$ cat config.mk
export PLATFORM = sky130hd
export DESIGN_NAME = fifo_async_core
export DESIGN_NICKNAME = d
export VERILOG_FILES = /design/src/rtl/fifo_async_core_pkg.sv /design/src/rtl/fifo_async_core_ptr.sv /design/src/rtl/fifo_async_core.sv
export SDC_FILE = /design/constraint.sdc
export NUM_CORES = 1
export LEC_CHECK = 0
export ABC_AREA = 1
export ABC_CLOCK_PERIOD_IN_PS = 3200
export CAP_MARGIN = 5
export CORE_MARGIN = 1.5
export CORE_UTILIZATION = 55
export DETAILED_ROUTE_END_ITERATION = 6
export GPL_TIMING_DRIVEN = 0
export PLACE_DENSITY = 0.72
export RECOVER_POWER = 50
export SYNTH_ARGS = -nofsm -noshare
export SYNTH_HDL_FRONTEND = slang
export SYNTH_SLANG_ARGS = --single-unit
$ cat constraint.sdc
create_clock -name clk -period 3.2 [get_ports clk]
set_input_delay 0.48 -clock clk [delete_from_list [all_inputs] [get_ports clk]]
set_output_delay 0.48 -clock clk [all_outputs]
set_load 0.02 [all_outputs]
$ cat src/rtl/fifo_async_core_pkg.sv
// Shared constants for the partial-sum FIFO: default word/pointer widths and depth helper.
package fifo_async_core_pkg;

    localparam int unsigned PSUM_BW      = 22;
    localparam int unsigned FIFO_PTR_LEN = 4;

    function automatic int unsigned fifo_depth(input int unsigned ptr_len);
        return 32'd1 << ptr_len;
    endfunction

endpackage

$ cat src/rtl/fifo_async_core_ptr.sv
// Wrap-flagged FIFO pointer: ptr_len address bits plus an MSB wrap flag, advanced on en.
module fifo_ptr #(
    parameter int unsigned ptr_len = 4
) (
    input  logic             clk,
    input  logic             rstn,
    input  logic             en,
    output logic [ptr_len:0] ptr
);

    logic [ptr_len:0] ptr_d;
    logic [ptr_len:0] ptr_q;

    always_comb begin
        ptr_d = ptr_q;
        if (en) begin
            ptr_d = ptr_q + (ptr_len + 1)'(1);
        end
    end

    always_ff @(posedge clk or negedge rstn) begin
        if (!rstn) begin
            ptr_q <= '0;
        end else begin
            ptr_q <= ptr_d;
        end
    end

    assign ptr = ptr_q;

endmodule

$ cat src/rtl/fifo_async_core.sv
// Single-clock partial-sum FIFO: register-array storage, wrap-flag pointers, registered read port.
module fifo_async_core
    import fifo_async_core_pkg::*;
#(
    parameter int unsigned sum_bw  = PSUM_BW,
    parameter int unsigned ptr_len = FIFO_PTR_LEN
) (
    input  logic              clk,
    input  logic              rstn,
    input  logic              wr,
    input  logic              rd,
    input  logic [sum_bw-1:0] in,
    input  logic              direction,
    output logic [sum_bw-1:0] out,
    output logic              fifo_empty,
    output logic              fifo_full
);

    localparam int unsigned DEPTH = fifo_depth(ptr_len);

    logic [ptr_len:0]  wr_ptr;
    logic [ptr_len:0]  rd_ptr;
    logic              wr_en;
    logic              rd_en;
    logic [sum_bw-1:0] mem_q [DEPTH];
    logic [sum_bw-1:0] out_d;
    logic [sum_bw-1:0] out_q;
    logic              unused_direction;

    // Reserved mode input, kept on the port list only for drop-in compatibility.
    assign unused_direction = direction;

    fifo_ptr #(.ptr_len(ptr_len)) u_wr_ptr (
        .clk  (clk),
        .rstn (rstn),
        .en   (wr_en),
        .ptr  (wr_ptr)
    );

    fifo_ptr #(.ptr_len(ptr_len)) u_rd_ptr (
        .clk  (clk),
        .rstn (rstn),
        .en   (rd_en),
        .ptr  (rd_ptr)
    );

    // Each side is qualified only by its own flag, so at full only the read
    // proceeds and at empty only the write does.
    always_comb begin
        fifo_empty = (wr_ptr == rd_ptr);
        fifo_full  = (wr_ptr[ptr_len-1:0] == rd_ptr[ptr_len-1:0]) &&
                     (wr_ptr[ptr_len] != rd_ptr[ptr_len]);
        wr_en      = wr && !fifo_full;
        rd_en      = rd && !fifo_empty;
        out_d      = out_q;
        if (rd_en) begin
            out_d = mem_q[rd_ptr[ptr_len-1:0]];
        end
    end

    always_ff @(posedge clk) begin
        if (wr_en) begin
            mem_q[wr_ptr[ptr_len-1:0]] <= in;
        end
    end

    always_ff @(posedge clk or negedge rstn) begin
        if (!rstn) begin
            out_q <= '0;
        end else begin
            out_q <= out_d;
        end
    end

    assign out = out_q;

endmodule

==> results of run 1 <==
## cell families after synthesis
| group | count (synthesis) |
|---|---|
| flops | 384 |
| simple gates | 876 |
| fa+ha+maj | 5 |
| buf+inv | 425 |
| compound gates | 3 |
| xor+xnor | 9 |
## registers in the layout, summed over array words and instances, names as in the netlist
register / flops
u_rd_ptr.ptr: 5
mem_q: 352
u_wr_ptr.ptr: 5
out: 22
## worst max-delay path: stages, from the launching register on
cell,delay [ps]
sky130_fd_sc_hd__dfrtp_1,360
sky130_fd_sc_hd__buf_4,180
sky130_fd_sc_hd__inv_2,80
sky130_fd_sc_hd__nand2_1,60
sky130_fd_sc_hd__nand2_1,50
sky130_fd_sc_hd__a21oi_1,280
sky130_fd_sc_hd__nand3_1,170
sky130_fd_sc_hd__inv_1,90
sky130_fd_sc_hd__clkdlybuf4s50_1,600
## area by class of cell
cell class	instances	share of cell area, %
Multi-Input combinational cell	893	19.6
Sequential cell	384	58.5
Tap cell	390	2.51
Clock inverter	13	0.630
Timing Repair Buffer	80	4.40
Buffer	77	2.05
Inverter	348	6.72
Clock buffer	51	5.61
## synthesized netlist by cell type
cell	count	area (sq um)
sky130_fd_sc_hd__nor3_1	15	75.1
sky130_fd_sc_hd__buf_1	14	52.6
sky130_fd_sc_hd__o21ai_0	2	10.0
sky130_fd_sc_hd__dfrtp_1	32	801
sky130_fd_sc_hd__nor2_1	3	11.3
sky130_fd_sc_hd__buf_2	36	180
sky130_fd_sc_hd__buf_4	12	90.1
sky130_fd_sc_hd__nand2_1	632	2370
sky130_fd_sc_hd__edfxtp_1	352	10600
sky130_fd_sc_hd__nand3_1	225	1130
sky130_fd_sc_hd__buf_6	3	33.8
sky130_fd_sc_hd__a21oi_2	1	8.76
sky130_fd_sc_hd__xor2_1	5	43.8
sky130_fd_sc_hd__nand2_2	1	6.26
sky130_fd_sc_hd__clkbuf_1	12	45.0
sky130_fd_sc_hd__ha_1	5	62.6
sky130_fd_sc_hd__xnor2_1	4	35.0
sky130_fd_sc_hd__inv_2	3	11.3
sky130_fd_sc_hd__inv_1	345	1290
## layer usage
| layer | vias to the layer above | GRT usage (%) | part of all wire, % |
|---|---|---|---|
| met2 | 475 | 45.8 | 50 |
| li1 | 5567 | - | - |
| met1 | 5572 | 34.3 | 39 |
| met3 | 100 | 3.92 | 7.9 |
| met5 | - | 0 | 0 |
| met4 | 0 | 10.3 | 3.2 |
## placed cells by master (no fill, tap or decap), types with 4 or more instances in the layout
master / synthesis / routed
sky130_fd_sc_hd__xnor2_1: 4 / 4
sky130_fd_sc_hd__buf_6: 3 / 28
sky130_fd_sc_hd__buf_8: 0 / 6
sky130_fd_sc_hd__clkbuf_16: 0 / 39
sky130_fd_sc_hd__nand2_1: 632 / 633
sky130_fd_sc_hd__clkinv_2: 0 / 6
sky130_fd_sc_hd__edfxtp_1: 352 / 352
sky130_fd_sc_hd__buf_4: 12 / 12
sky130_fd_sc_hd__clkbuf_8: 0 / 7
sky130_fd_sc_hd__nand3_1: 225 / 225
sky130_fd_sc_hd__ha_1: 5 / 5
sky130_fd_sc_hd__nor3_2: 0 / 14
sky130_fd_sc_hd__buf_1: 14 / 14
sky130_fd_sc_hd__dfrtp_1: 32 / 32
sky130_fd_sc_hd__clkdlybuf4s50_1: 0 / 25
sky130_fd_sc_hd__dlygate4sd3_1: 0 / 23
sky130_fd_sc_hd__xor2_1: 5 / 5
sky130_fd_sc_hd__buf_2: 36 / 34
sky130_fd_sc_hd__clkbuf_1: 12 / 20
sky130_fd_sc_hd__inv_1: 345 / 346
## path summary, 6_finish.rpt
path,slack [ps],depth (start not counted),to
min in group clk,480,2,out[11]
min reg2reg,480,2,out[11]
max,340,8,fifo_empty
min,470,1,out[11]
max in group asynchronous,1640,1,out[3]
max reg2reg,470,11,mem_q[10][0]
## per-stage QoR
stage / std cells / hold WS, ps
after floorplan: 1702 / 184
after global placement: 2141 / 472
after detailed placement: 2172 / 465
after CTS: 2236 / 45.9
after global routing: 2236 / 498
final: 2236 / 465
## where the power goes
group | switching [mW] | leakage [nW] | internal, mW
sequential | 0.228 | 3.58 | 6.08
clock | 1.80 | 0.601 | 2.55
combinational | 4.21 | 4.62 | 1.86
total | 6.24 | 8.80 | 10.5
==> flow_results.xml, run 1 <==
<?xml version="1.0" encoding="UTF-8"?>
<metrics>
  <group name="run_status">
    <metric name="result_of_the_run" unit="">finished with violations</metric>
    <metric name="violations_in_the_final_reports" unit="">max-capacitance violations, max-slew violations</metric>
  </group>
  <group name="logic_synthesis">
    <metric name="post_syn_instances" unit="">1702</metric>
    <metric name="largest_family_of_logic_cells_by_synthesized_area" unit="">simple AND/OR/NAND/NOR gates</metric>
    <metric name="synth_simple_gate_area_share" unit="%">21.3</metric>
    <metric name="area_fraction_in_compound_gates_after_synthesis" unit="%">0.112</metric>
    <metric name="post_synth.cell_area_avg" unit="sq um">9.89</metric>
    <metric name="synth.mux.area_fraction" unit="%">0</metric>
    <metric name="post_synth_cell_types" unit="">19</metric>
    <metric name="syn_nets" unit="">1734</metric>
    <metric name="synth_xor_area_share" unit="%">0.468</metric>
    <metric name="fraction_of_the_mapped_netlist_area_in_adder_cells" unit="%">0.372</metric>
    <metric name="yosys_register_bits" unit="">384</metric>
    <metric name="sequential_element_share_of_the_synthesized_area" unit="%">67.6</metric>
    <metric name="synth-warning-count" unit="">0</metric>
    <metric name="netlist_area_pre_place" unit="sq mm">0.0168</metric>
  </group>
  <group name="cts">
    <metric name="clock_path_buffers" unit="">3</metric>
    <metric name="cts_buffers" unit="">39</metric>
    <metric name="clockRootBuffer" unit="">sky130_fd_sc_hd__clkbuf_16</metric>
    <metric name="cts_tree" unit="">done</metric>
    <metric name="cts_post_setup_buffers_inserted" unit="">0</metric>
    <metric name="h-tree-depth" unit="">2</metric>
    <metric name="hold_buffers" unit="">0</metric>
    <metric name="insertion_delay" unit="ps">520</metric>
    <metric name="worst_setup_hold_path_clk_slew" unit="ps">60</metric>
    <metric name="cts_num_sinks" unit="">384</metric>
    <metric name="ctsResizeCount" unit="">0</metric>
  </group>
  <group name="final_layout">
    <metric name="finalCoreUtilization" unit="%">65.1</metric>
    <metric name="final_design_area_no_fill" unit="sq mm">0.0195</metric>
    <metric name="final_net_count" unit="">1855</metric>
    <metric name="multi_input_area" unit="sq mm">0.00382</metric>
    <metric name="final.fill_count" unit="">2238</metric>
    <metric name="seqCellArea" unit="sq mm">0.0114</metric>
    <metric name="fraction_of_layout_instances_using_a_drive_strength_above_1" unit="%">8.34</metric>
    <metric name="antenna-diode-count" unit="">0</metric>
    <metric name="layout-area-overhead-vs-synth" unit="%">15.6</metric>
  </group>
  <group name="worst_hold_path">
    <metric name="timing.hold.worst.class" unit="">primary input to asynchronous set/reset pin</metric>
  </group>
  <group name="sta">
    <metric name="hold_violations" unit="">0</metric>
    <metric name="final.setup.tns" unit="ps">0</metric>
    <metric name="rsz0062_at_grt" unit="">false</metric>
    <metric name="final-max-slew-violation-count" unit="">33</metric>
    <metric name="final.setup_skew" unit="ps">15.9</metric>
    <metric name="relSlewSlack" unit="%">-25.0</metric>
    <metric name="setup_viol" unit="">0</metric>
    <metric name="post-route-period-util" unit="%">89.5</metric>
    <metric name="highest_clock_frequency_the_design_can_meet" unit="MHz">349</metric>
    <metric name="timing_worst_slew_pin_value" unit="ps">1870</metric>
    <metric name="final_critical_path_setup_slack" unit="ps">337</metric>
    <metric name="finalCriticalPeriod" unit="ps">2860</metric>
  </group>
  <group name="floorplanning">
    <metric name="initial_utilization" unit="%">56.3</metric>
    <metric name="core_region_area" unit="sq mm">0.0299</metric>
    <metric name="chipWidth" unit="um">178</metric>
    <metric name="rows" unit="">63</metric>
    <metric name="boundaryPins" unit="">51</metric>
    <metric name="floorplan.die_area" unit="sq mm">0.0317</metric>
    <metric name="die_height" unit="um">178</metric>
  </group>
  <group name="power">
    <metric name="power.density_cell_area" unit="mW/mm^2">860</metric>
    <metric name="fin_total_pwr" unit="mW">16.7</metric>
    <metric name="power_leakage" unit="nW">8.80</metric>
    <metric name="worst_ir_drop_vdd" unit="V">0.000406</metric>
  </group>
  <group name="global_route">
    <metric name="grt_remaining_overflow" unit="">0</metric>
    <metric name="antenna_found_initial" unit="">0</metric>
    <metric name="total_global_routing_track_utilization" unit="%">26.7</metric>
    <metric name="grt_pass1_vias" unit="">11703</metric>
    <metric name="grt_first_pass_wirelength" unit="mm">62.5</metric>
    <metric name="grt_max_degree" unit="">33</metric>
  </group>
  <group name="setup_path">
    <metric name="worst_ep_arrival_time" unit="ps">2380</metric>
    <metric name="cp-startpoint" unit="">u_rd_ptr.ptr[0]</metric>
    <metric name="path_max_fanout" unit="">9</metric>
    <metric name="timing_worst_setup_path_type" unit="">flip-flop to primary output</metric>
    <metric name="regToRegStartpoint" unit="">u_rd_ptr.ptr[0]</metric>
    <metric name="endpoint_kind" unit="">primary output</metric>
    <metric name="setup.worst_path.start_class" unit="">flip-flop</metric>
    <metric name="critPathRequiredTime" unit="ps">2720</metric>
  </group>
  <group name="route">
    <metric name="routedWlPerCell" unit="um">18.3</metric>
    <metric name="residual_antenna_violating_net_count_after_detailed_routing" unit="">0</metric>
    <metric name="residual_drc" unit="">0</metric>
    <metric name="via_per_inst" unit="">5.24</metric>
    <metric name="detailedRoute.firstIterationViolations" unit="">1198</metric>
    <metric name="vias" unit="">11714</metric>
    <metric name="drt_first_pass_iters" unit="">6</metric>
    <metric name="routed_wl" unit="mm">40.9</metric>
  </group>
  <group name="placed_design">
    <metric name="place_area" unit="sq mm">0.0183</metric>
    <metric name="preCtsSetupSlack" unit="ps">563</metric>
    <metric name="place.detailed.hpwl" unit="mm">28.5</metric>
    <metric name="port_buffers" unit="">49</metric>
    <metric name="finalWeightedCongestion" unit="">0.879</metric>
  </group>
  <group name="flow_run">
    <metric name="timing.max_cap.violations" unit="">1</metric>
  </group>
</metrics>
Note: power is estimated with default switching activity, not from simulation.
==> run 2: changes to the inputs <==
--- a/config.mk
+++ b/config.mk
@@ -6,13 +6,12 @@
 export NUM_CORES = 1
 export LEC_CHECK = 0
 export ABC_AREA = 1
-export ABC_CLOCK_PERIOD_IN_PS = 3200
 export CAP_MARGIN = 5
 export CORE_MARGIN = 1.5
 export CORE_UTILIZATION = 55
 export DETAILED_ROUTE_END_ITERATION = 6
 export GPL_TIMING_DRIVEN = 0
-export PLACE_DENSITY = 0.72
+export PLACE_DENSITY = 0.69
 export RECOVER_POWER = 50
 export SYNTH_ARGS = -nofsm -noshare
 export SYNTH_HDL_FRONTEND = slang
==> constraint.sdc (replaced) <==
create_clock -name clk -period 2.86 [get_ports clk]
set_input_delay 0.429 -clock clk [delete_from_list [all_inputs] [get_ports clk]]
set_output_delay 0.429 -clock clk [all_outputs]
set_load 0.02 [all_outputs]
==> run 2 against run 1 <==
  * Sequential power is 12% higher
  * Die area stayed put
  * Count of clock-buffer cells in the layout is 4 lower
  * Clock skew hardly changed
  * Highest routed layer unchanged
  * Largest power group unchanged
  * Sequential cell count stayed put
  * Combinational power is 12% higher
  * Hold slack better by 11 ps
  * Register-to-register slack worse by 280 ps
  * The flow still finishes with violations (max-capacitance violations, max-slew violations)
  * Non-clock buffer count is 1 higher
  * Via count is 0.44% lower
==> flow_results.xml, run 2 (synthesis gave the netlist of run 1 again) <==
<?xml version="1.0" encoding="UTF-8"?>
<metrics>
  <group name="run_status">
    <metric name="result_of_the_run" unit="">finished with violations</metric>
    <metric name="violations_in_the_final_reports" unit="">max-capacitance violations, max-slew violations</metric>
  </group>
  <group name="power">
    <metric name="power.density_cell_area" unit="mW/mm^2">981</metric>
    <metric name="switching_share" unit="%">37.1</metric>
    <metric name="power_leakage" unit="nW">8.87</metric>
    <metric name="clockPowerShare" unit="%">27.8</metric>
    <metric name="worst_ir_drop_vdd" unit="V">0.000573</metric>
    <metric name="power_report.internal_total" unit="mW">12.1</metric>
    <metric name="sequentialPowerShare" unit="%">36.8</metric>
    <metric name="share_comb_of_total_power" unit="%">35.4</metric>
    <metric name="power.switching" unit="mW">7.12</metric>
  </group>
  <group name="route">
    <metric name="routedWlPerCell" unit="um">18.5</metric>
    <metric name="residual_drc" unit="">0</metric>
    <metric name="highest-signal-layer" unit="">met4</metric>
    <metric name="routed-wl-met3" unit="mm">3.15</metric>
    <metric name="residual_antenna_violating_net_count_after_detailed_routing" unit="">0</metric>
    <metric name="wl_met1" unit="mm">16.6</metric>
    <metric name="via_per_inst" unit="">5.20</metric>
    <metric name="drt_first_pass_iters" unit="">5</metric>
    <metric name="met2WireLength" unit="mm">20.6</metric>
    <metric name="vias" unit="">11663</metric>
    <metric name="detailedRoute.firstIterationViolations" unit="">1322</metric>
    <metric name="routed_wl" unit="mm">41.5</metric>
  </group>
  <group name="sta">
    <metric name="rsz0062_at_grt" unit="">false</metric>
    <metric name="final_critical_path_setup_slack" unit="ps">164</metric>
    <metric name="setup_viol" unit="">0</metric>
    <metric name="timing_worst_slew_pin_value" unit="ps">1860</metric>
    <metric name="final.setup_skew" unit="ps">16.4</metric>
    <metric name="highest_clock_frequency_the_design_can_meet" unit="MHz">371</metric>
    <metric name="finalCriticalPeriod" unit="ps">2700</metric>
    <metric name="relSlewSlack" unit="%">-24.2</metric>
    <metric name="final-max-slew-violation-count" unit="">33</metric>
    <metric name="post-route-period-util" unit="%">94.3</metric>
    <metric name="hold_violations" unit="">0</metric>
  </group>
  <group name="floorplanning">
    <metric name="boundaryPins" unit="">51</metric>
    <metric name="initial_utilization" unit="%">56.3</metric>
    <metric name="chipWidth" unit="um">178</metric>
    <metric name="floorplan.die_area" unit="sq mm">0.0317</metric>
    <metric name="core_region_area" unit="sq mm">0.0299</metric>
    <metric name="die_height" unit="um">178</metric>
    <metric name="rows" unit="">63</metric>
  </group>
  <group name="setup_path">
    <metric name="ff2ff_setup_slack" unit="ps">190</metric>
    <metric name="timing_worst_setup_path_type" unit="">flip-flop to primary output</metric>
    <metric name="path_max_fanout" unit="">9</metric>
    <metric name="worst_ep_arrival_time" unit="ps">2270</metric>
    <metric name="reg2reg_depth" unit="">10</metric>
    <metric name="endpoint_kind" unit="">primary output</metric>
    <metric name="critPathRequiredTime" unit="ps">2430</metric>
    <metric name="setup.worst_path.start_class" unit="">flip-flop</metric>
  </group>
  <group name="cts">
    <metric name="worst_setup_hold_path_clk_slew" unit="ps">60</metric>
    <metric name="clockRootBuffer" unit="">sky130_fd_sc_hd__clkbuf_16</metric>
    <metric name="cts_buffers" unit="">40</metric>
    <metric name="cts_tree" unit="">done</metric>
    <metric name="cts_num_sinks" unit="">384</metric>
    <metric name="clock_path_buffers" unit="">3</metric>
    <metric name="cts_post_setup_buffers_inserted" unit="">0</metric>
    <metric name="h-tree-depth" unit="">2</metric>
    <metric name="insertion_delay" unit="ps">530</metric>
  </group>
  <group name="global_route">
    <metric name="grt_pass1_vias" unit="">11353</metric>
    <metric name="grt_max_degree" unit="">33</metric>
    <metric name="grt_first_pass_wirelength" unit="mm">62.8</metric>
    <metric name="antenna_found_initial" unit="">0</metric>
    <metric name="total_global_routing_track_utilization" unit="%">27.0</metric>
    <metric name="grt_remaining_overflow" unit="">0</metric>
  </group>
  <group name="final_layout">
    <metric name="largest_reg_flops" unit="">352</metric>
    <metric name="final.fill_count" unit="">2279</metric>
    <metric name="final_net_count" unit="">1857</metric>
    <metric name="fraction_of_layout_instances_using_a_drive_strength_above_1" unit="%">8.80</metric>
    <metric name="antenna-diode-count" unit="">0</metric>
    <metric name="final_design_area_no_fill" unit="sq mm">0.0196</metric>
    <metric name="final_cells" unit="">2243</metric>
    <metric name="layout.cells.most_common_list" unit="">633 x sky130_fd_sc_hd__nand2_1, 352 x sky130_fd_sc_hd__edfxtp_1, 346 x sky130_fd_sc_hd__inv_1, 225 x sky130_fd_sc_hd__nand3_1, 41 x sky130_fd_sc_hd__clkbuf_16</metric>
    <metric name="most_frequent_standard_cell_in_the_layout_excluding_fill_and_tap_cells" unit="">sky130_fd_sc_hd__nand2_1</metric>
    <metric name="layout-area-overhead-vs-synth" unit="%">16.3</metric>
  </group>
  <group name="placed_design">
    <metric name="port_buffers" unit="">49</metric>
    <metric name="placed_cells" unit="">2172</metric>
    <metric name="place.detailed.hpwl" unit="mm">28.7</metric>
    <metric name="finalWeightedCongestion" unit="">0.849</metric>
    <metric name="preCtsSetupSlack" unit="ps">232</metric>
    <metric name="place_area" unit="sq mm">0.0182</metric>
  </group>
  <group name="worst_hold_path">
    <metric name="timing.hold.worst.class" unit="">flip-flop to flip-flop</metric>
    <metric name="holdPathStages" unit="">2</metric>
  </group>
  <group name="flow_run">
    <metric name="timing.max_cap.violations" unit="">1</metric>
  </group>
</metrics>
## run 2: changes by cell type in the layout (fill, tap and decap cells not counted), sizes merged
| cell | change |
|---|---|
| clkdlybuf4s50 | -1 |
| clkbuf | -5 |
| clkinv | +7 |
| bufinv | +4 |
| inv | -1 |
| buf | +1 |
| dlygate4sd3 | +2 |
## run 2: worst paths after layout
kind                                 start            end
min                                 out[2]         out[2]
min in group asynchronous             rstn        out[11]
max                        u_rd_ptr.ptr[0]      fifo_full
max in group asynchronous             rstn        out[19]
max reg2reg                u_rd_ptr.ptr[0]  mem_q[15][20]
min reg2reg                         out[2]         out[2]
## run 2: metal layers
layer	vias up	track usage (%)
met4	0	8.19
li1	5579	-
met1	5540	36.0
met2	460	46.0
met3	84	3.86
met5	-	0
## run 2: stage by stage
| stage | util (%) | setup TNS, ps | hold WS, ps | total power, mW |
|---|---|---|---|---|
| floorplan | - | -66350 | 133 | 11.3 |
| global placement | 59.6 | -546250 | 469 | 13.6 |
| detailed placement | 61.0 | 0 | 473 | 13.9 |
| CTS | 65.5 | 0 | 487 | 19.2 |
| global route | 65.5 | 0 | 503 | 20.1 |
| finish | 65.5 | 0 | 477 | 19.2 |
## run 2: layout make-up
type / count / area (sq um) / share of cell area, %
plain buffers: 77 / 400 / 2.05
clock buffers: 47 / 1070 / 5.46
clock inverters: 23 / 272 / 1.39
inverters: 348 / 1310 / 6.67
multi-input cells: 893 / 3830 / 19.5
flip-flops and latches: 384 / 11400 / 58.1
well taps: 390 / 488 / 2.49
repair buffers: 81 / 843 / 4.31
## run 2: power groups by stage
stage          registers [mW]  logic [mW]  clock network (mW)
2_1_floorplan            7.31        3.98                   0
3_3_place_gp             7.20        6.36                   0
3_5_place_dp             7.17        6.71                   0
4_1_cts                  7.06        6.77                5.35
5_1_grt                  7.11        7.45                5.58
6_report                 7.07        6.79                5.34
## run 2: worst max-delay path, cell delays in order (launching register included)
cell and delay [ps]:
sky130_fd_sc_hd__dfrtp_1 390, sky130_fd_sc_hd__buf_4 190, sky130_fd_sc_hd__inv_2 90, sky130_fd_sc_hd__nand2_1 60, sky130_fd_sc_hd__nand2_1 60, sky130_fd_sc_hd__a21oi_2 150, sky130_fd_sc_hd__nand3_1 120, sky130_fd_sc_hd__inv_1 90
sky130_fd_sc_hd__clkdlybuf4s50_1 600
## run 2: repair_timing
action / CTS / global route
gates resized for setup: 0 / 0
hold endpoints to repair: 24 / 0
hold buffers: 1 / 0
==> run 3: changes to the inputs <==
--- a/config.mk
+++ b/config.mk
@@ -9,6 +9,7 @@
 export CAP_MARGIN = 5
 export CORE_MARGIN = 1.5
 export CORE_UTILIZATION = 55
+export CTS_CLUSTER_DIAMETER = 30
 export DETAILED_ROUTE_END_ITERATION = 6
 export GPL_TIMING_DRIVEN = 0
 export PLACE_DENSITY = 0.69
==> run 3 against run 2 <==
  * The run still ends with max-capacitance violations, max-slew violations left
  * Cell count increased by 3.0%
  * Critical path depth unchanged
  * Hold slack got worse by 4.7 ps
  * Worst setup slack got worse by 38 ps
  * Wire length increased by 3.8%
  * Die area unchanged
  * Final area increased by 5.9%
  * Global-route usage increased by 1.0 points
==> flow_results.xml, run 3 (synthesis gave the netlist of run 1 again) <==
<?xml version="1.0" encoding="UTF-8"?>
<metrics>
  <group name="run_status">
    <metric name="result_of_the_run" unit="">finished with violations</metric>
    <metric name="violations_in_the_final_reports" unit="">max-capacitance violations, max-slew violations</metric>
  </group>
  <group name="floorplanning">
    <metric name="chipWidth" unit="um">178</metric>
    <metric name="initial_utilization" unit="%">56.3</metric>
    <metric name="die_height" unit="um">178</metric>
    <metric name="rows" unit="">63</metric>
    <metric name="core_region_area" unit="sq mm">0.0299</metric>
    <metric name="floorplan.die_area" unit="sq mm">0.0317</metric>
    <metric name="boundaryPins" unit="">51</metric>
  </group>
  <group name="cts">
    <metric name="worst_setup_hold_path_clk_slew" unit="ps">40</metric>
    <metric name="cts_num_sinks" unit="">384</metric>
    <metric name="cts_tree" unit="">done</metric>
    <metric name="clock_path_buffers" unit="">3</metric>
    <metric name="insertion_delay" unit="ps">570</metric>
    <metric name="cts_buffers" unit="">74</metric>
    <metric name="cts_post_setup_buffers_inserted" unit="">0</metric>
    <metric name="h-tree-depth" unit="">3</metric>
    <metric name="clockRootBuffer" unit="">sky130_fd_sc_hd__clkbuf_16</metric>
  </group>
  <group name="global_route">
    <metric name="gr-usage-met3" unit="%">5.36</metric>
    <metric name="grt-busiest-layer" unit="">met2</metric>
    <metric name="grt_first_pass_wirelength" unit="mm">64.9</metric>
    <metric name="antenna_found_initial" unit="">0</metric>
    <metric name="grt_remaining_overflow" unit="">0</metric>
    <metric name="total_global_routing_track_utilization" unit="%">28.0</metric>
    <metric name="met2_track_usage_gr" unit="%">47.6</metric>
    <metric name="grt_pass1_vias" unit="">11954</metric>
    <metric name="grt_util_met1" unit="%">35.8</metric>
    <metric name="grt_max_degree" unit="">33</metric>
  </group>
  <group name="setup_path">
    <metric name="cpLargestDelayFamily" unit="">buffers and inverters</metric>
    <metric name="timing.critical_path.cells" unit="">buf_4, inv_2, nand2_1, nand2_1, a21oi_2, nand3_1, inv_1, clkdlybuf4s50_1</metric>
    <metric name="critical_path_buf_inv_count" unit="">4</metric>
    <metric name="cpPeakStageDelay" unit="ps">600</metric>
    <metric name="critical-path-slowest-cell" unit="">sky130_fd_sc_hd__clkdlybuf4s50_1</metric>
    <metric name="critPathRequiredTime" unit="ps">2430</metric>
    <metric name="timing_worst_setup_path_type" unit="">flip-flop to primary output</metric>
    <metric name="path_max_fanout" unit="">9</metric>
    <metric name="worst_ep_arrival_time" unit="ps">2300</metric>
    <metric name="timing.critical_path.mode_cell" unit="">sky130_fd_sc_hd__nand2_1</metric>
    <metric name="setup.worst_path.start_class" unit="">flip-flop</metric>
    <metric name="endpoint_kind" unit="">primary output</metric>
  </group>
  <group name="final_layout">
    <metric name="final.fill_count" unit="">2122</metric>
    <metric name="antenna-diode-count" unit="">0</metric>
    <metric name="largest_reg_flops" unit="">352</metric>
    <metric name="multi_input_area" unit="sq mm">0.00383</metric>
    <metric name="fraction_of_layout_instances_using_a_drive_strength_above_1" unit="%">11.1</metric>
    <metric name="layout-area-overhead-vs-synth" unit="%">23.2</metric>
    <metric name="final_design_area_no_fill" unit="sq mm">0.0207</metric>
    <metric name="seqCellArea" unit="sq mm">0.0114</metric>
    <metric name="most_frequent_standard_cell_in_the_layout_excluding_fill_and_tap_cells" unit="">sky130_fd_sc_hd__nand2_1</metric>
    <metric name="final_net_count" unit="">1891</metric>
    <metric name="layout.cells.most_common_list" unit="">633 x sky130_fd_sc_hd__nand2_1, 352 x sky130_fd_sc_hd__edfxtp_1, 346 x sky130_fd_sc_hd__inv_1, 225 x sky130_fd_sc_hd__nand3_1, 76 x sky130_fd_sc_hd__clkbuf_16</metric>
  </group>
  <group name="sta">
    <metric name="highest_clock_frequency_the_design_can_meet" unit="MHz">366</metric>
    <metric name="timing_worst_slew_pin_value" unit="ps">1900</metric>
    <metric name="setup_viol" unit="">0</metric>
    <metric name="hold_violations" unit="">0</metric>
    <metric name="post-route-period-util" unit="%">95.6</metric>
    <metric name="final-max-slew-violation-count" unit="">33</metric>
    <metric name="finalCriticalPeriod" unit="ps">2730</metric>
    <metric name="final_critical_path_setup_slack" unit="ps">126</metric>
    <metric name="relSlewSlack" unit="%">-26.5</metric>
    <metric name="rsz0062_at_grt" unit="">false</metric>
    <metric name="final.setup_skew" unit="ps">16.8</metric>
  </group>
  <group name="flow_run">
    <metric name="timing.max_cap.violations" unit="">1</metric>
  </group>
  <group name="placed_design">
    <metric name="finalWeightedCongestion" unit="">0.849</metric>
    <metric name="preCtsSetupSlack" unit="ps">232</metric>
    <metric name="place.detailed.hpwl" unit="mm">28.7</metric>
    <metric name="port_buffers" unit="">49</metric>
    <metric name="place_area" unit="sq mm">0.0182</metric>
  </group>
  <group name="route">
    <metric name="routed_wl" unit="mm">43.0</metric>
    <metric name="vias" unit="">12060</metric>
    <metric name="detailedRoute.firstIterationViolations" unit="">1132</metric>
    <metric name="residual_antenna_violating_net_count_after_detailed_routing" unit="">0</metric>
    <metric name="via_per_inst" unit="">5.22</metric>
    <metric name="drt_first_pass_iters" unit="">5</metric>
    <metric name="residual_drc" unit="">0</metric>
    <metric name="routedWlPerCell" unit="um">18.6</metric>
  </group>
  <group name="power">
    <metric name="power.density_cell_area" unit="mW/mm^2">1090</metric>
    <metric name="power_leakage" unit="nW">9.43</metric>
    <metric name="worst_ir_drop_vdd" unit="V">0.000734</metric>
  </group>
  <group name="worst_hold_path">
    <metric name="timing.hold.worst.class" unit="">flip-flop to flip-flop</metric>
  </group>
</metrics>
-- run 3: cell count changes in the layout (fill, tap and decap cells not counted), moves of 2 or more --
cell,before,now
sky130_fd_sc_hd__clkbuf_1,18,30
sky130_fd_sc_hd__clkinvlp_4,1,4
sky130_fd_sc_hd__clkbuf_8,2,5
sky130_fd_sc_hd__clkinv_8,0,3
sky130_fd_sc_hd__clkinv_1,3,8
sky130_fd_sc_hd__bufinv_16,6,8
sky130_fd_sc_hd__inv_6,1,6
sky130_fd_sc_hd__clkbuf_16,41,76
-- run 3: routing by layer --
metal / wire [um] / part of all wire (%)
met3: 3310 / 7.7
met2: 21400 / 50
met1: 17200 / 40
met4: 1150 / 2.7
met5: 0 / 0
-- run 3: worst paths after layout --
check / from / to / slack [ps] / depth (start not counted)
max reg2reg: u_rd_ptr.ptr[0] / mem_q[15][2] / 160 / 10
min: out[14] / out[14] / 470 / 2
min in group asynchronous: rstn / out[8] / 940 / 2
min reg2reg: out[14] / out[14] / 470 / 2
max: u_rd_ptr.ptr[0] / fifo_full / 130 / 8
max in group asynchronous: rstn / out[17] / 810 / 2
-- run 3: timing repair --
item	in CTS	in global routing
hold endpoints to repair	32	0
endpoints found under the setup margin	0	1
resized for setup	0	2
hold buffers	1	0
-- run 3: cell type report --
cell class                      count  area share, %
Sequential cell                   384           54.9
Clock buffer                       97           9.80
Buffer                             77           1.94
Multi-Input combinational cell    893           18.5
Inverter                          348           6.30
Timing Repair Buffer               81           4.08
Tap cell                          390           2.35
Clock inverter                     40           2.20
-- run 3: where the power goes --
part           switching (mW)  internal (mW)  total, mW
sequential              0.269           6.82       7.09
clock                    2.82           5.72       8.54
combinational            4.80           2.07       6.87
-- run 3: through the flow --
step	cells	hold WS (ps)	utilization (%)	total power, mW	TNS, ps
6_report	2310	472	69.4	22.5	0
5_1_grt	2310	498	69.4	23.5	0
4_1_cts	2310	482	69.4	22.5	0
3_5_place_dp	2172	473	61.0	13.9	0
3_3_place_gp	2141	469	59.6	13.6	-546250
2_1_floorplan	1702	133	-	11.3	-66350
-- run 3: worst reg2reg max path, cell delays in order (launching register included) --
cell	delay, ps
sky130_fd_sc_hd__dfrtp_1	390
sky130_fd_sc_hd__buf_4	180
sky130_fd_sc_hd__inv_2	120
sky130_fd_sc_hd__nand2_1	70
sky130_fd_sc_hd__nand2_1	80
sky130_fd_sc_hd__a21oi_2	50
sky130_fd_sc_hd__nand3_1	100
sky130_fd_sc_hd__nand2_1	120
sky130_fd_sc_hd__buf_2	240
sky130_fd_sc_hd__nor2_2	780
sky130_fd_sc_hd__buf_6	270
==> RTL change, RTL diff (settings of run 2) <==
Set the package constant `PSUM_BW` to 44 (it was 22).
--- a/src/rtl/fifo_async_core_pkg.sv
+++ b/src/rtl/fifo_async_core_pkg.sv
@@ -1,7 +1,7 @@
 // Shared constants for the partial-sum FIFO: default word/pointer widths and depth helper.
 package fifo_async_core_pkg;
 
-    localparam int unsigned PSUM_BW      = 22;
+    localparam int unsigned PSUM_BW      = 44;
     localparam int unsigned FIFO_PTR_LEN = 4;
 
     function automatic int unsigned fifo_depth(input int unsigned ptr_len);
Ports: changed (resized in and out); port bits go from 51 to 95. No check against the original RTL was run, so the function may have changed too.
==> RTL change against run 2 <==
The flow finishes with violations (DRC, capacitance limit, slew limit). Sequential cell count grew 374. Worst setup slack lost 0.047 ns. Combinational power grew 100%. Area after synthesis grew 96%. Clock power grew 85%. Power grew 94%. Wire length grew 110%. Hold slack lost 0.0021 ns. Design area grew 97%. Critical path type is now reg2reg. Largest cell class unchanged. Highest routed layer unchanged.
==> RTL change: results (changes against run 2) <==
- The flow ran to the end, but the final reports show violations.
- The final reports fail on DRC, capacitance limit, slew limit.
- The global-route wire length before repair is 131000 microns (+110%).
- The H-tree depth reported by CTS came to 3 (+1).
- The fraction of layout instances using a drive strength above 1 is 0.0944 (+0.00640).
- The count of placed standard cells including taps came to 4206 (+94%).
- The distinct cell type count of the synthesized netlist was 22 (+3).
- The clock power share is 0.265 (-0.013).
- The maximum vdd drop is 596 uV (+3.9%).
- The global-route usage over all layers is 0.289 (+0.0190).
- The actual slew at the worst max-slew pin is 1.89 ns (+0.0238 ns).
- The number of enable-type register cells in the synthesized netlist is 704 (+100%).
- The combinational power share came to 0.365 (+0.011).
- The quantity of I/O buffers inserted on ports came to 93 (+90%).
- The number of antenna violations at the first check in global routing is 2 (+2).
- By area the synthesized netlist is led by edfxtp_1 (64%), nand2_1 (14%), inv_1 (7.2%).
- The number of instances in the synthesized netlist was 3296 (+94%).
- The flip-flop count of the largest register, all copies and words added is 704 (+100%).
- The fraction of the mapped netlist area in compound gates is 0.000570 (-0.000545).
- The static leakage is 17.4 nW (+96%).
- The critical path arrival is 3.05 ns (+0.78 ns).
- The post-synthesis net count is 3350 (+93%).
- The count of final max-slew check failures is 55 (+67%).
- The post-synthesis adder-cell area fraction is 0.00190 (-0.00182).
- The total wire length came to 86600 microns (+110%).
- The xor/xnor cell area share of the yosys netlist was 0.00240 (-0.00229).
- The critical-path cell with the highest stage delay is nor2_4.
- The via density per instance is 5.30 (+2.0%).
- The routed length per instance came to 19.9 microns (+7.4%).
- The DRC violations left is 18 (+18).
- The total power draw is 37.3 mW (+94%).
- The number of maximum-capacitance constraint violations is 1 (unchanged).
- The net total in the final layout is 3572 (+92%).
- The detailed placement HPWL is 58100 microns (+100%).
- The fraction of the yosys area taken by sequential cells is 0.683 (+0.00783).
- The maximum number of pins on one net before global-route repair is 55 (+67%).
- The DRC violation total after the first TritonRoute iteration is 2646 (+100%).
- The routing usage on met1 came to 0.384 (+0.0239).
- The global routing met3 resource utilization is 0.0467 (+0.00815).
-- RTL change: final cells by class --
class / count / area share
multi-input combinational: 1707 / 0.189
tap: 773 / 0.0251
buffer: 153 / 0.0205
clock inverter: 40 / 0.00836
sequential: 758 / 0.585
timing repair buffer: 142 / 0.0502
clock buffer: 104 / 0.0560
inverter: 678 / 0.0662
antenna: 4 / 0.000260
-- RTL change: final timing paths --
path / from / to / slack (ns) / cells past startpoint
max in group asynchronous: rstn / out[34]$_DFFE_PN0P_ / 0.88 / 2
worst max register to register: u_rd_ptr.ptr[1]$_DFFE_PN0P_ / mem_q[15][35]$_DFFE_PP_ / 0.12 / 9
worst max-delay path: u_rd_ptr.ptr[1]$_DFFE_PN0P_ / mem_q[15][35]$_DFFE_PP_ / 0.12 / 9
min in group asynchronous: rstn / out[10]$_DFFE_PN0P_ / 0.86 / 2
worst min register to register: out[37]$_DFFE_PN0P_ / out[37]$_DFFE_PN0P_ / 0.47 / 2
worst min-delay path: out[37]$_DFFE_PN0P_ / out[37]$_DFFE_PN0P_ / 0.47 / 2
-- RTL change: metrics by stage --
step / util / worst slack, ns / hold WS [ns]
floorplan: - / -0.397 / 0.133
global placement: 0.590 / -2.52 / 0.462
detailed placement: 0.608 / 0.0571 / 0.465
CTS: 0.650 / 0.0825 / 0.484
global route: 0.650 / 0.0540 / 0.493
finish: 0.651 / 0.117 / 0.474
-- RTL change: per-layer routing --
metal | vias up | wire length, microns
li1 | 10800 | -
met3 | 183 | 7970
met4 | 0 | 2900
met1 | 11000 | 34200
met2 | 1101 | 41500
met5 | - | 0
-- RTL change: timing repair --
item	CTS	global route
hold buffers	1	0
pin swaps	0	1
endpoints found under the setup margin	2	37
buffers inserted	0	4
hold endpoints to repair	54	0
gates resized for setup	3	2
